--- src/rtl/fp_gpio_ctrl_if.sv ---
// Purpose : core-side register/event bundle of the front-panel GPIO controller.
// Latency : n/a (signal bundle only).
// Backpressure: none; strobes and pulse vectors are single-cycle and always accepted.
// Ports   : master = core logic (drives requests/config), slave = fp_gpio_ctrl.
interface fp_gpio_ctrl_if #(
    parameter int WIDTH = 12,
    parameter int DB_W  = 8
);
    logic [WIDTH-1:0] gpio_out;      // requested output levels
    logic [WIDTH-1:0] gpio_in;       // filtered, masked input levels
    logic             ddr_wr_stb;    // single-cycle direction write strobe
    logic [WIDTH-1:0] ddr_wr_data;   // direction write data, 1 = output
    logic [DB_W-1:0]  debounce_len;  // debounce hold length, quasi-static
    logic [WIDTH-1:0] irq_en;        // per-pin interrupt enable
    logic [WIDTH-1:0] evt_clr;       // write-1-to-clear for event flags
    logic [WIDTH-1:0] evt_rise;      // sticky rising-edge flags
    logic [WIDTH-1:0] evt_fall;      // sticky falling-edge flags
    logic             irq;           // registered interrupt request

    modport master (
        output gpio_out, ddr_wr_stb, ddr_wr_data, debounce_len, irq_en, evt_clr,
        input  gpio_in, evt_rise, evt_fall, irq
    );

    modport slave (
        input  gpio_out, ddr_wr_stb, ddr_wr_data, debounce_len, irq_en, evt_clr,
        output gpio_in, evt_rise, evt_fall, irq
    );
endinterface

--- src/rtl/fp_gpio_ctrl.sv ---
// Purpose : front-panel GPIO controller: input sync + optional debounce, sticky edge events, irq, direction reg, output drive.
// Latency : gpio_in SYNC_STAGES cycles (+1 with debounce), events +1, irq +1; fp_gpio_out 1 cycle.
// Backpressure: none; every input is sampled every cycle.
// Ports   : clk, reset (sync, active-high), fp_gpio_in (async pins), fp_gpio_out / fp_gpio_ddr (pin drive and
//           direction), core (fp_gpio_ctrl_if.slave: core-side levels, direction write, debounce, events, irq).
// Config  : define FP_GPIO_DEBOUNCE_EN to build the per-pin debounce counters; otherwise filt is the synchroniser output.
module fp_gpio_ctrl #(
    parameter int                        GPIO_REG_WIDTH = 12,
    parameter int                        SYNC_STAGES    = 2,       // legal 2..4
    parameter int                        DB_W           = 8,
    parameter logic [GPIO_REG_WIDTH-1:0] OUT_MASK       = 12'hD55,
    parameter logic [GPIO_REG_WIDTH-1:0] IN_MASK        = 12'h022,
    parameter logic [GPIO_REG_WIDTH-1:0] IO_DDR         = 12'hD55
) (
    input  logic                      clk,
    input  logic                      reset,
    input  logic [GPIO_REG_WIDTH-1:0] fp_gpio_in,
    output logic [GPIO_REG_WIDTH-1:0] fp_gpio_out,
    output logic [GPIO_REG_WIDTH-1:0] fp_gpio_ddr,
    fp_gpio_ctrl_if.slave             core
);

    // ------------------------------------------------------------------
    // Input synchroniser: stage 0 takes the raw pins, last stage is sync.
    // ------------------------------------------------------------------
    logic [SYNC_STAGES-1:0][GPIO_REG_WIDTH-1:0] sync_q;
    logic [GPIO_REG_WIDTH-1:0]                  sync;

    always_ff @(posedge clk) begin
        if (reset) begin
            sync_q <= '0;
        end else begin
            sync_q[0] <= fp_gpio_in;
            for (int s = 1; s < SYNC_STAGES; s++) begin
                sync_q[s] <= sync_q[s-1];
            end
        end
    end

    assign sync = sync_q[SYNC_STAGES-1];

    // ------------------------------------------------------------------
    // Filtered level per pin.
    // ------------------------------------------------------------------
    logic [GPIO_REG_WIDTH-1:0] filt;

`ifdef FP_GPIO_DEBOUNCE_EN
    localparam logic [DB_W-1:0] DB_ONE = 1;

    logic [GPIO_REG_WIDTH-1:0][DB_W-1:0] db_cnt;
    logic [GPIO_REG_WIDTH-1:0]           filt_q;

    // The counter only runs while sync disagrees with filt; a disagreement
    // that survives debounce_len+1 consecutive cycles is accepted. The
    // threshold test is >= so that lowering debounce_len below a running
    // count takes effect on the next cycle instead of stalling the pin.
    always_ff @(posedge clk) begin
        if (reset) begin
            db_cnt <= '0;
            filt_q <= '0;
        end else begin
            for (int i = 0; i < GPIO_REG_WIDTH; i++) begin
                if (sync[i] == filt_q[i]) begin
                    db_cnt[i] <= '0;
                end else if (db_cnt[i] >= core.debounce_len) begin
                    filt_q[i] <= sync[i];
                    db_cnt[i] <= '0;
                end else if (db_cnt[i] != {DB_W{1'b1}}) begin
                    db_cnt[i] <= db_cnt[i] + DB_ONE;   // saturate, never wrap
                end
            end
        end
    end

    assign filt = filt_q;
`else
    // No debounce: the synchroniser output is the filtered level.
    assign filt = sync;
`endif

    assign core.gpio_in = filt & IN_MASK;

    // ------------------------------------------------------------------
    // Edge detection and sticky event flags.
    // ------------------------------------------------------------------
    logic [GPIO_REG_WIDTH-1:0] filt_d;
    logic [GPIO_REG_WIDTH-1:0] rise_set;
    logic [GPIO_REG_WIDTH-1:0] fall_set;
    logic [GPIO_REG_WIDTH-1:0] evt_rise_q;
    logic [GPIO_REG_WIDTH-1:0] evt_fall_q;
    logic                      irq_q;

    assign rise_set =  filt & ~filt_d & IN_MASK;
    assign fall_set = ~filt &  filt_d & IN_MASK;

    // Set is OR-ed in after the clear so a new edge in the clear cycle is kept.
    always_ff @(posedge clk) begin
        if (reset) begin
            filt_d     <= '0;
            evt_rise_q <= '0;
            evt_fall_q <= '0;
            irq_q      <= 1'b0;
        end else begin
            filt_d     <= filt;
            evt_rise_q <= (evt_rise_q & ~core.evt_clr) | rise_set;
            evt_fall_q <= (evt_fall_q & ~core.evt_clr) | fall_set;
            irq_q      <= |((evt_rise_q | evt_fall_q) & core.irq_en);
        end
    end

    assign core.evt_rise = evt_rise_q;
    assign core.evt_fall = evt_fall_q;
    assign core.irq      = irq_q;

    // ------------------------------------------------------------------
    // Direction register and output drive.
    // ------------------------------------------------------------------
    logic [GPIO_REG_WIDTH-1:0] ddr_reg;
    logic [GPIO_REG_WIDTH-1:0] out_q;

    // Output drive uses the direction value in force before any write this cycle.
    always_ff @(posedge clk) begin
        if (reset) begin
            ddr_reg <= IO_DDR;
            out_q   <= '0;
        end else begin
            if (core.ddr_wr_stb) begin
                ddr_reg <= core.ddr_wr_data;
            end
            out_q <= core.gpio_out & OUT_MASK & ddr_reg;
        end
    end

    assign fp_gpio_ddr = ddr_reg;
    assign fp_gpio_out = out_q;

endmodule

--- src/flat_wrapper.sv ---
// flat-port wrapper written by rule: the top's interface ports become plain ports
module fp_gpio_ctrl_flat 
#(
    parameter int                        GPIO_REG_WIDTH = 12,
    parameter int                        SYNC_STAGES    = 2,                    
    parameter int                        DB_W           = 8,
    parameter logic [GPIO_REG_WIDTH-1:0] OUT_MASK       = 12'hD55,
    parameter logic [GPIO_REG_WIDTH-1:0] IN_MASK        = 12'h022,
    parameter logic [GPIO_REG_WIDTH-1:0] IO_DDR         = 12'hD55
)
  (clk, reset, fp_gpio_in, fp_gpio_out, fp_gpio_ddr, core_gpio_out, core_ddr_wr_stb, core_ddr_wr_data, core_debounce_len, core_irq_en, core_evt_clr, core_gpio_in, core_evt_rise, core_evt_fall, core_irq);
  fp_gpio_ctrl_if #(.WIDTH((12)), .DB_W(DB_W)) core_i ();
  input  logic clk;
  input  logic reset;
  input  logic [GPIO_REG_WIDTH-1:0] fp_gpio_in;
  output logic [GPIO_REG_WIDTH-1:0] fp_gpio_out;
  output logic [GPIO_REG_WIDTH-1:0] fp_gpio_ddr;
  input wire logic [$bits(core_i.gpio_out)-1:0] core_gpio_out;
  input wire logic [$bits(core_i.ddr_wr_stb)-1:0] core_ddr_wr_stb;
  input wire logic [$bits(core_i.ddr_wr_data)-1:0] core_ddr_wr_data;
  input wire logic [$bits(core_i.debounce_len)-1:0] core_debounce_len;
  input wire logic [$bits(core_i.irq_en)-1:0] core_irq_en;
  input wire logic [$bits(core_i.evt_clr)-1:0] core_evt_clr;
  output wire logic [$bits(core_i.gpio_in)-1:0] core_gpio_in;
  output wire logic [$bits(core_i.evt_rise)-1:0] core_evt_rise;
  output wire logic [$bits(core_i.evt_fall)-1:0] core_evt_fall;
  output wire logic [$bits(core_i.irq)-1:0] core_irq;
  assign core_i.gpio_out = core_gpio_out;
  assign core_i.ddr_wr_stb = core_ddr_wr_stb;
  assign core_i.ddr_wr_data = core_ddr_wr_data;
  assign core_i.debounce_len = core_debounce_len;
  assign core_i.irq_en = core_irq_en;
  assign core_i.evt_clr = core_evt_clr;
  assign core_gpio_in = core_i.gpio_in;
  assign core_evt_rise = core_i.evt_rise;
  assign core_evt_fall = core_i.evt_fall;
  assign core_irq = core_i.irq;
  fp_gpio_ctrl #(.GPIO_REG_WIDTH(GPIO_REG_WIDTH), .SYNC_STAGES(SYNC_STAGES), .DB_W(DB_W), .OUT_MASK(OUT_MASK), .IN_MASK(IN_MASK), .IO_DDR(IO_DDR)) u_core (.clk(clk), .reset(reset), .fp_gpio_in(fp_gpio_in), .fp_gpio_out(fp_gpio_out), .fp_gpio_ddr(fp_gpio_ddr), .core(core_i));
endmodule
--- config.mk ---
export PLATFORM = sky130hd
export DESIGN_NAME = fp_gpio_ctrl_flat
export DESIGN_NICKNAME = d
export VERILOG_FILES = /design/src/rtl/fp_gpio_ctrl_if.sv /design/src/rtl/fp_gpio_ctrl.sv /design/src/flat_wrapper.sv
export SDC_FILE = /design/constraint.sdc
export NUM_CORES = 1
export LEC_CHECK = 0
export BUFFER_PORTS_ARGS = -buffer_cell sky130_fd_sc_hd__clkbuf_2
export CAP_MARGIN = 20
export CORE_MARGIN = 2
export CORE_UTILIZATION = 35
export DETAILED_ROUTE_END_ITERATION = 16
export PLACE_DENSITY_LB_ADDON = 0.3
export SLEW_MARGIN = 20
export SYNTH_ARGS = -nofsm -noshare
export SYNTH_HDL_FRONTEND = slang
export SYNTH_SLANG_ARGS = --single-unit
export TNS_END_PERCENT = 5
--- constraint.sdc ---
create_clock -name clk -period 0.9 [get_ports clk]
set_input_delay 0.18 -clock clk [delete_from_list [all_inputs] [get_ports clk]]
set_output_delay 0.18 -clock clk [all_outputs]
set_load 0.01 [all_outputs]
==> results of run 1 <==
[timing repair]
action	4_1_cts	5_1_grt
gates resized for setup	39	96
pin swaps	1	0
endpoints found under the hold margin	0	0
setup endpoints to repair	47	47
buffers inserted	0	1
[layer usage]
layer | GRT usage [%] | wire, µm | vias to the layer above
met3 | 6.69 | 364 | 2
met5 | 0 | 0 | -
met4 | 5.36 | 20 | 0
li1 | - | - | 750
met1 | 14.5 | 1550 | 641
met2 | 22.7 | 1960 | 65
[worst paths after layout]
check	cells after the start	to	startpoint	slack (ns)
worst max-delay path	2	core_evt_fall[5]	u_core.core.evt_fall[5]$_SDFF_PP0_	-0.14
worst min-delay path	2	u_core.core.evt_rise[11]$_SDFF_PP0_	core_evt_clr[11]	0.04
worst max register to register	3	u_core.core.irq$_SDFF_PP0_	u_core.core.evt_rise[5]$_SDFF_PP0_	-0.08
worst min register to register	1	u_core.filt[5]$_SDFF_PP0_	u_core.sync_q[5]$_SDFF_PP0_	0.44
[synthesized netlist by cell type, drive strengths merged]
master,instances,share of area [%]
dfxtp,50,57
nor2b,6,2.1
conb,1,0.21
inv,1,0.21
o21ai,12,3.4
nand2b,8,2.9
nor3b,20,8.6
a21oi,4,1.1
and3,7,2.5
nand4,3,1.1
mux2i,12,6.8
o31a,1,0.50
buf,23,11
nand2,7,1.5
nor2,5,1.1
[cells by family after synthesis]
group,after synthesis,synth area share (%)
other cells,1,0.214
compound gates,17,5.06
buf+inv,24,11.1
simple gates,56,19.7
mux,12,6.85
flops,50,57.1
[through the flow]
| step | hold WS [ns] | worst slack, ns | instances |
|---|---|---|---|
| floorplan | 0.249 | -0.0323 | 174 |
| detailed placement | 0.363 | -0.0861 | 338 |
| finish | 0.0413 | -0.136 | 347 |
| global placement | 0.357 | -0.102 | 338 |
| global route | 0.0311 | -0.174 | 347 |
| CTS | 0.0335 | -0.159 | 346 |
[state kept, by name (all words and copies together), names as in the netlist]
register	flops
u_core.filt	2
u_core.fp_gpio_ddr	12
u_core.core.evt_fall	12
u_core.sync_q	2
u_core.core.irq	1
u_core.fp_gpio_out	7
u_core.core.evt_rise	12
u_core.filt_d	2
[report_power, final]
group / switching (mW) / internal [mW]
clock: 0.697 / 0.621
sequential: 0.0370 / 2.28
combinational: 0.196 / 0.249
[layout by cell type, fill, tap and decap left out]
master,instances
dfxtp_2,38
nand4_1,3
clkbuf_1,1
nand2_1,7
o31a_1,1
o21ai_1,10
buf_8,3
buf_12,2
buf_2,7
mux2i_1,12
buf_4,3
nand2b_1,8
dfxtp_4,1
nor3b_1,20
a21oi_1,4
nor2b_1,6
buf_6,52
conb_1,15
o21ai_0,2
clkinv_2,1
clkbuf_2,54
dfxtp_1,11
and3_1,7
nor2_1,5
inv_2,1
clkbuf_8,6
[layout make-up]
cell class	instances	area, µm²
flip-flops and latches	50	1050
repair buffers	121	998
clock buffers	7	86.3
clock inverters	1	5.00
fillers	442	1950
well taps	67	83.8
inverters	1	3.75
multi-input cells	100	611
[worst max-delay path: cells and delay by family, from the launching register on]
| family | cells | cell delay, ns |
|---|---|---|
| buffers and inverters | 2 | 0.23 |
| flip-flops | 1 | 0.34 |
==> flow_summary.ini, run 1 <==
[outcome]
status = finished, violations left
failed_checks = setup timing

[final_layout]
post-route-util_pct = 59.3
n_antenna_cell = 0
final_area_mm2 = 0.00284
syn_to_final_growth_pct = 61.9
drive_above_1_share_pct = 60.0
fin_nets = 350

[cts]
root_buffer = clkbuf_8
cts_made_buffers = 5
h-tree-depth = 2
clk_latency_ns = 0.30
cts_tree = yes
clock-sinks = 50
ctsHoldBuffers = 0
cts_buffer_depth = 2
clk_pin_slew_ns = 0.09

[detailed_routing]
drc = 0
ant_nets = 0
first_pass_iters = 4
vias_per_cell = 4.20
wl_mm = 3.89
drt-initial-drc-count = 42
via_count = 1458
post_drt_wl_per_cell_um = 11.2

[yosys]
yosysWarnings = 0
ys_ff_latch = 50
avgSynthCellArea_um2 = 11.0
netlist_instances = 160
yosysUniqueCellTypes = 17
syn_area_mm2 = 0.00175
yosysSeqAreaShare_pct = 57.1

[worst_setup_path]
critPathSlowestCell = dfxtp_2
worstPathArrival_ns = 0.86
worstSetupPathType = register to output port
cp.required_ns = 0.72
cp_cell_sequence = buf_6 > buf_6
max_stage_delay_ns = 0.34
cp_common_cell = buf_6
worstSetupEndpointType = output port
critPathMaxFanout = 2
worstSetupStartpointType = register

[timing]
rsz0062_at_grt = true
clock_skew_ns = 0.00237
hold_viol_final = 0
slew_violations = 0
setup_ws_ns = -0.136
timing.setup.tns_ns = -3.43
period_needed_ns = 1.04
finalSetupViolCount = 46
period_share_pct = 115
fmax_mhz = 965

[global_routing]
overflow = 0
grt_first_pass_wirelength_mm = 5.64
grt_pass1_vias = 1334
grt_util_all_layers_pct = 13.5
grt_max_degree = 29
grt_antenna_before_repair = 0

[power_and_ir_drop]
vdd_ir_drop_max_uv = 772
power.density_mw_per_mm2 = 1440
leakagePower_nw = 1.36
p_total_mw = 4.08

[die]
design.die.area_mm2 = 0.00559
die_x_um = 74.8
die-height_um = 74.8
start_util_pct = 36.7
core_mm2 = 0.00479
num_rows = 25
io_pins = 132

[place]
dp_hpwl_mm = 2.88
place_area_mm2 = 0.00240
io_buffers = 93
gpl.final_weighted_congestion = 0.691

[min_path]
hp-class = primary input to register

[run]
maxCapViolCount = 0
Note: power is estimated with default switching activity, not from simulation.
==> run 2: changes to the inputs <==
--- a/config.mk
+++ b/config.mk
@@ -5,12 +5,13 @@
 export SDC_FILE = /design/constraint.sdc
 export NUM_CORES = 1
 export LEC_CHECK = 0
-export BUFFER_PORTS_ARGS = -buffer_cell sky130_fd_sc_hd__clkbuf_2
 export CAP_MARGIN = 20
 export CORE_MARGIN = 2
-export CORE_UTILIZATION = 35
+export CORE_UTILIZATION = 45
 export DETAILED_ROUTE_END_ITERATION = 16
-export PLACE_DENSITY_LB_ADDON = 0.3
+export DONT_BUFFER_PORTS = 1
+export PLACE_DENSITY = 0.64
+export SKIP_LAST_GASP = 1
 export SLEW_MARGIN = 20
 export SYNTH_ARGS = -nofsm -noshare
 export SYNTH_HDL_FRONTEND = slang
==> run 2 against run 1 <==
  * The run ends with hold timing, setup timing left
  * Global-route usage grew 1.8 points
  * Utilization shrank 3.5 points
  * Sequential power is essentially flat
  * Hold slack lost 0.093 ns
  * Combinational power shrank 58%
  * Count of clock-buffer cells in the layout shrank 1
  * Wire length shrank 14%
  * Non-clock buffer count shrank 85
  * Largest cell class unchanged
  * Largest power group unchanged
  * Highest routed layer unchanged
==> flow_summary.ini, run 2 (synthesized netlist as in run 1, its figures left out) <==
[outcome]
status = finished, violations left
failed_checks = hold timing, setup timing

[power_and_ir_drop]
switching_share_pct = 20.6
combPwrFrac_pct = 5.0
power.density_mw_per_mm2 = 1800
clockPowerShare_pct = 32.4
leakagePower_nw = 0.894
power_switching_uw = 773
seqPwrFrac_pct = 62.6
p_int_mw = 2.97
vdd_ir_drop_max_uv = 1240

[detailed_routing]
vias_per_cell = 4.96
first_pass_iters = 4
via_count = 1196
post_drt_wl_per_cell_um = 13.8
wl_mm = 3.33
drc = 0
drt-initial-drc-count = 38
ant_nets = 0

[place]
post-place-ws_ns = -0.111
dp_hpwl_mm = 2.49
gpl.final_weighted_congestion = 0.745
io_buffers = 0
place_area_mm2 = 0.00186

[die]
die_x_um = 66.4
start_util_pct = 47.2
design.die.area_mm2 = 0.00441
core_mm2 = 0.00372
io_pins = 132
num_rows = 22
die-height_um = 66.4

[run]
maxCapViolCount = 0

[cts]
clk_latency_ns = 0.29
cts_tree = yes
post_cts_buffers = 0
h-tree-depth = 2
cts_buffer_depth = 2
cts_made_buffers = 5
clock-sinks = 50
ctsHoldBuffers = 12
clk_pin_slew_ns = 0.08
root_buffer = clkbuf_8

[final_layout]
fin_nets = 265
drive_above_1_share_pct = 20.7
layout_common_cells = 44 x dfxtp_1, 24 x buf_4, 20 x nor3b_1
syn_to_final_growth_pct = 18.4
final_area_mm2 = 0.00208
n_antenna_cell = 0
mostFrequentLayoutCell = dfxtp_1
fillers = 306

[timing]
clock_skew_ns = 0.00135
setup_ws_ns = -0.0688
period_needed_ns = 0.969
rsz0062_at_grt = true
whs_ns = -0.0514
hold_viol_final = 33
period_share_pct = 108
slew_violations = 0
fmax_mhz = 1030
finalSetupViolCount = 25

[global_routing]
grt_first_pass_wirelength_mm = 4.96
grt_max_degree = 37
grt_antenna_before_repair = 0
overflow = 0
grt_util_all_layers_pct = 15.3
grt_pass1_vias = 1183

[worst_setup_path]
critPathMaxFanout = 2
cp.required_ns = 1.08
worstSetupStartpointType = register
worstPathArrival_ns = 1.15
worstSetupEndpointType = register
worstSetupPathType = register to register

[min_path]
hp-class = primary input to register
## run 2: area by class of cell
class                           count  area, µm²  area share [%]
Tap cell                           48       60.1            2.89
Inverter                            1       3.75           0.181
Sequential cell                    50       1010            48.6
Multi-Input combinational cell    100        622            29.9
Timing Repair Buffer               36        300            14.5
Clock buffer                        6       82.6            3.98
## run 2: path summary, 6_finish.rpt
| check | startpoint | to | slack (ns) | depth (start not counted) |
|---|---|---|---|---|
| min reg2reg | u_core.sync_q[5]$_SDFF_PP0_ | u_core.filt[5]$_SDFF_PP0_ | 0.45 | 1 |
| max | u_core.core.evt_rise[10]$_SDFF_PP0_ | u_core.core.irq$_SDFF_PP0_ | -0.07 | 3 |
| max reg2reg | u_core.core.evt_rise[10]$_SDFF_PP0_ | u_core.core.irq$_SDFF_PP0_ | -0.07 | 3 |
| min | reset | u_core.core.evt_rise[8]$_SDFF_PP0_ | -0.05 | 1 |
## run 2: power groups by stage
stage / sequential (mW) / combinational, mW / clock, mW
global route: 2.35 / 0.210 / 1.36
finish: 2.35 / 0.188 / 1.21
CTS: 2.35 / 0.188 / 1.27
detailed placement: 2.40 / 0.140 / 0
floorplan: 2.39 / 0.220 / 0
global placement: 2.40 / 0.133 / 0
## run 2: timing repair
item | in CTS | in global routing
pin swaps | 8 | 6
gates resized for setup | 7 | 3
setup endpoints to repair | 26 | 31
endpoints found under the hold margin | 35 | 33
## run 2: stage by stage
stage / TNS [ns] / util, % / std cells / power [mW] / hold slack (ns)
global placement: -0.114 / 50.0 / 223 / 2.53 / 0.250
CTS: -1.13 / 55.7 / 241 / 3.81 / -0.0619
finish: -0.908 / 55.9 / 241 / 3.75 / -0.0514
detailed placement: -0.111 / 50.0 / 223 / 2.54 / 0.250
global route: -1.90 / 55.9 / 241 / 3.92 / -0.0711
floorplan: -0.0323 / - / 174 / 2.61 / 0.249
## run 2: per-layer routing
layer,GRT usage [%],share of wire [%],routed length [µm],up-vias
met5,0,0,0,-
met4,8.16,1.7,56,0
met1,13.6,34,1120,546
li1,-,-,-,569
met2,28.7,54,1790,75
met3,6.47,11,369,6
## run 2: worst max-delay path, stage by stage, from the launching register on
cell and delay (ns):
dfxtp_2 0.32, o21ai_1 0.13, nand4_1 0.11, o31a_1 0.30
==> run 3: changes to the inputs <==
--- a/config.mk
+++ b/config.mk
@@ -10,7 +10,6 @@
 export CORE_UTILIZATION = 45
 export DETAILED_ROUTE_END_ITERATION = 16
 export DONT_BUFFER_PORTS = 1
-export PLACE_DENSITY = 0.64
 export SKIP_LAST_GASP = 1
 export SLEW_MARGIN = 20
 export SYNTH_ARGS = -nofsm -noshare
==> run 3 against run 2 <==
  * The run still ends with hold timing, setup timing left
  * Clock power about the same
  * Hold slack improved by 0.0052 ns
  * Clock skew rose by 0.0035 ns
  * Largest power group unchanged
  * Highest routed layer unchanged
==> flow_summary.ini, run 3 (synthesized netlist as in run 1, its figures left out) <==
[global_routing]
grt_first_pass_wirelength_mm = 4.67
top_usage_layer = met2
grtUsageMet1_pct = 12.8
grt_max_degree = 37
grt_util_all_layers_pct = 14.2
overflow = 0
grtUsageMet2_pct = 27.3
met3_usage_pct = 5.28
grt_pass1_vias = 1183
grt_antenna_before_repair = 0

[cts]
root_buffer = clkbuf_8
h-tree-depth = 2
clk_pin_slew_ns = 0.08
ctsHoldBuffers = 12
clk_latency_ns = 0.28
cts_made_buffers = 5
post_cts_buffers = 0
cts_tree = yes
clock-sinks = 50
cts_buffer_depth = 2

[detailed_routing]
vias_per_cell = 4.94
via_count = 1190
drc = 0
first_pass_iters = 4
ant_nets = 0
drt-initial-drc-count = 23
post_drt_wl_per_cell_um = 13.4
wl_mm = 3.23

[worst_setup_path]
cp.required_ns = 1.08
worstPathArrival_ns = 1.15
worstSetupPathType = register to register
worstSetupEndpointType = register
critPathMaxFanout = 2
worstSetupStartpointType = register

[final_layout]
drive_above_1_share_pct = 19.2
post-route-util_pct = 55.7
mostFrequentLayoutCell = dfxtp_1
fillers = 313
syn_to_final_growth_pct = 17.9
layout_common_cells = 45 x dfxtp_1, 24 x buf_4, 20 x nor3b_1
fin_nets = 265
n_antenna_cell = 0

[die]
die_x_um = 66.4
design.die.area_mm2 = 0.00441
start_util_pct = 47.2
core_mm2 = 0.00372
num_rows = 22
io_pins = 132
die-height_um = 66.4

[timing]
clock_skew_ns = 0.00487
fmax_mhz = 1030
period_needed_ns = 0.970
slew_violations = 0
finalSetupViolCount = 25
hold_viol_final = 33
setup_ws_ns = -0.0697
rsz0062_at_grt = true
period_share_pct = 108
whs_ns = -0.0461
timing.setup.tns_ns = -0.751

[power_and_ir_drop]
power.density_mw_per_mm2 = 1800
leakagePower_nw = 0.893
vdd_ir_drop_max_uv = 978
p_total_mw = 3.73

[outcome]
status = finished, violations left
failed_checks = hold timing, setup timing

[place]
dp_hpwl_mm = 2.43
gpl.final_weighted_congestion = 0.743
io_buffers = 0

[min_path]
hp-class = primary input to register

[run]
maxCapViolCount = 0
-- run 3: cell counts in the layout (fill, tap and decap cells not counted) --
Identical to the previous run, type by type.
-- run 3: where the power goes --
group,internal [mW],total (mW),switching [mW]
clock network,0.592,1.19,0.602
registers,2.28,2.34,0.0647
logic,0.102,0.187,0.0851
-- run 3: what timing repair did --
item                                    in CTS  in global routing
pin swaps                                    6                  3
gates resized for setup                      6                  1
endpoints found under the setup margin      26                 30
endpoints found under the hold margin       35                 33
-- run 3: final cells by class --
type | instances | area (µm²) | area share [%]
inverters | 1 | 3.75 | 0.181
repair buffers | 36 | 300 | 14.5
multi-input cells | 100 | 614 | 29.7
well taps | 48 | 60.1 | 2.90
clock buffers | 6 | 82.6 | 3.99
flip-flops and latches | 50 | 1010 | 48.7
-- run 3: metal layers --
metal  wire length (µm)  vias to the layer above  share of wire (%)
li1                   -                      571                  -
met1               1120                      542                 35
met2               1720                       70                 53
met5                  0                        -                  0
met3                332                        7                 10
met4                 57                        0                1.8
-- run 3: worst paths after layout --
kind	start	cells past startpoint	slack, ns	endpoint
max	u_core.core.evt_fall[2]$_SDFF_PP0_	3	-0.07	u_core.core.irq$_SDFF_PP0_
min	reset	1	-0.05	u_core.core.evt_fall[8]$_SDFF_PP0_
max reg2reg	u_core.core.evt_fall[2]$_SDFF_PP0_	3	-0.07	u_core.core.irq$_SDFF_PP0_
min reg2reg	u_core.sync_q[5]$_SDFF_PP0_	1	0.45	u_core.filt[5]$_SDFF_PP0_
-- run 3: stage by stage --
step,setup WS (ns),instance area [µm²],cells
3_3_place_gp,-0.0916,1860,223
3_5_place_dp,-0.115,1860,223
4_1_cts,-0.0833,2070,241
5_1_grt,-0.115,2070,241
2_1_floorplan,-0.0323,1810,174
6_report,-0.0697,2070,241
-- run 3: critical path, cell delays in order (launching register included) --
cell and delay, ns:
dfxtp_2 0.33, o21ai_2 0.13, nand4_1 0.13, o31a_1 0.29
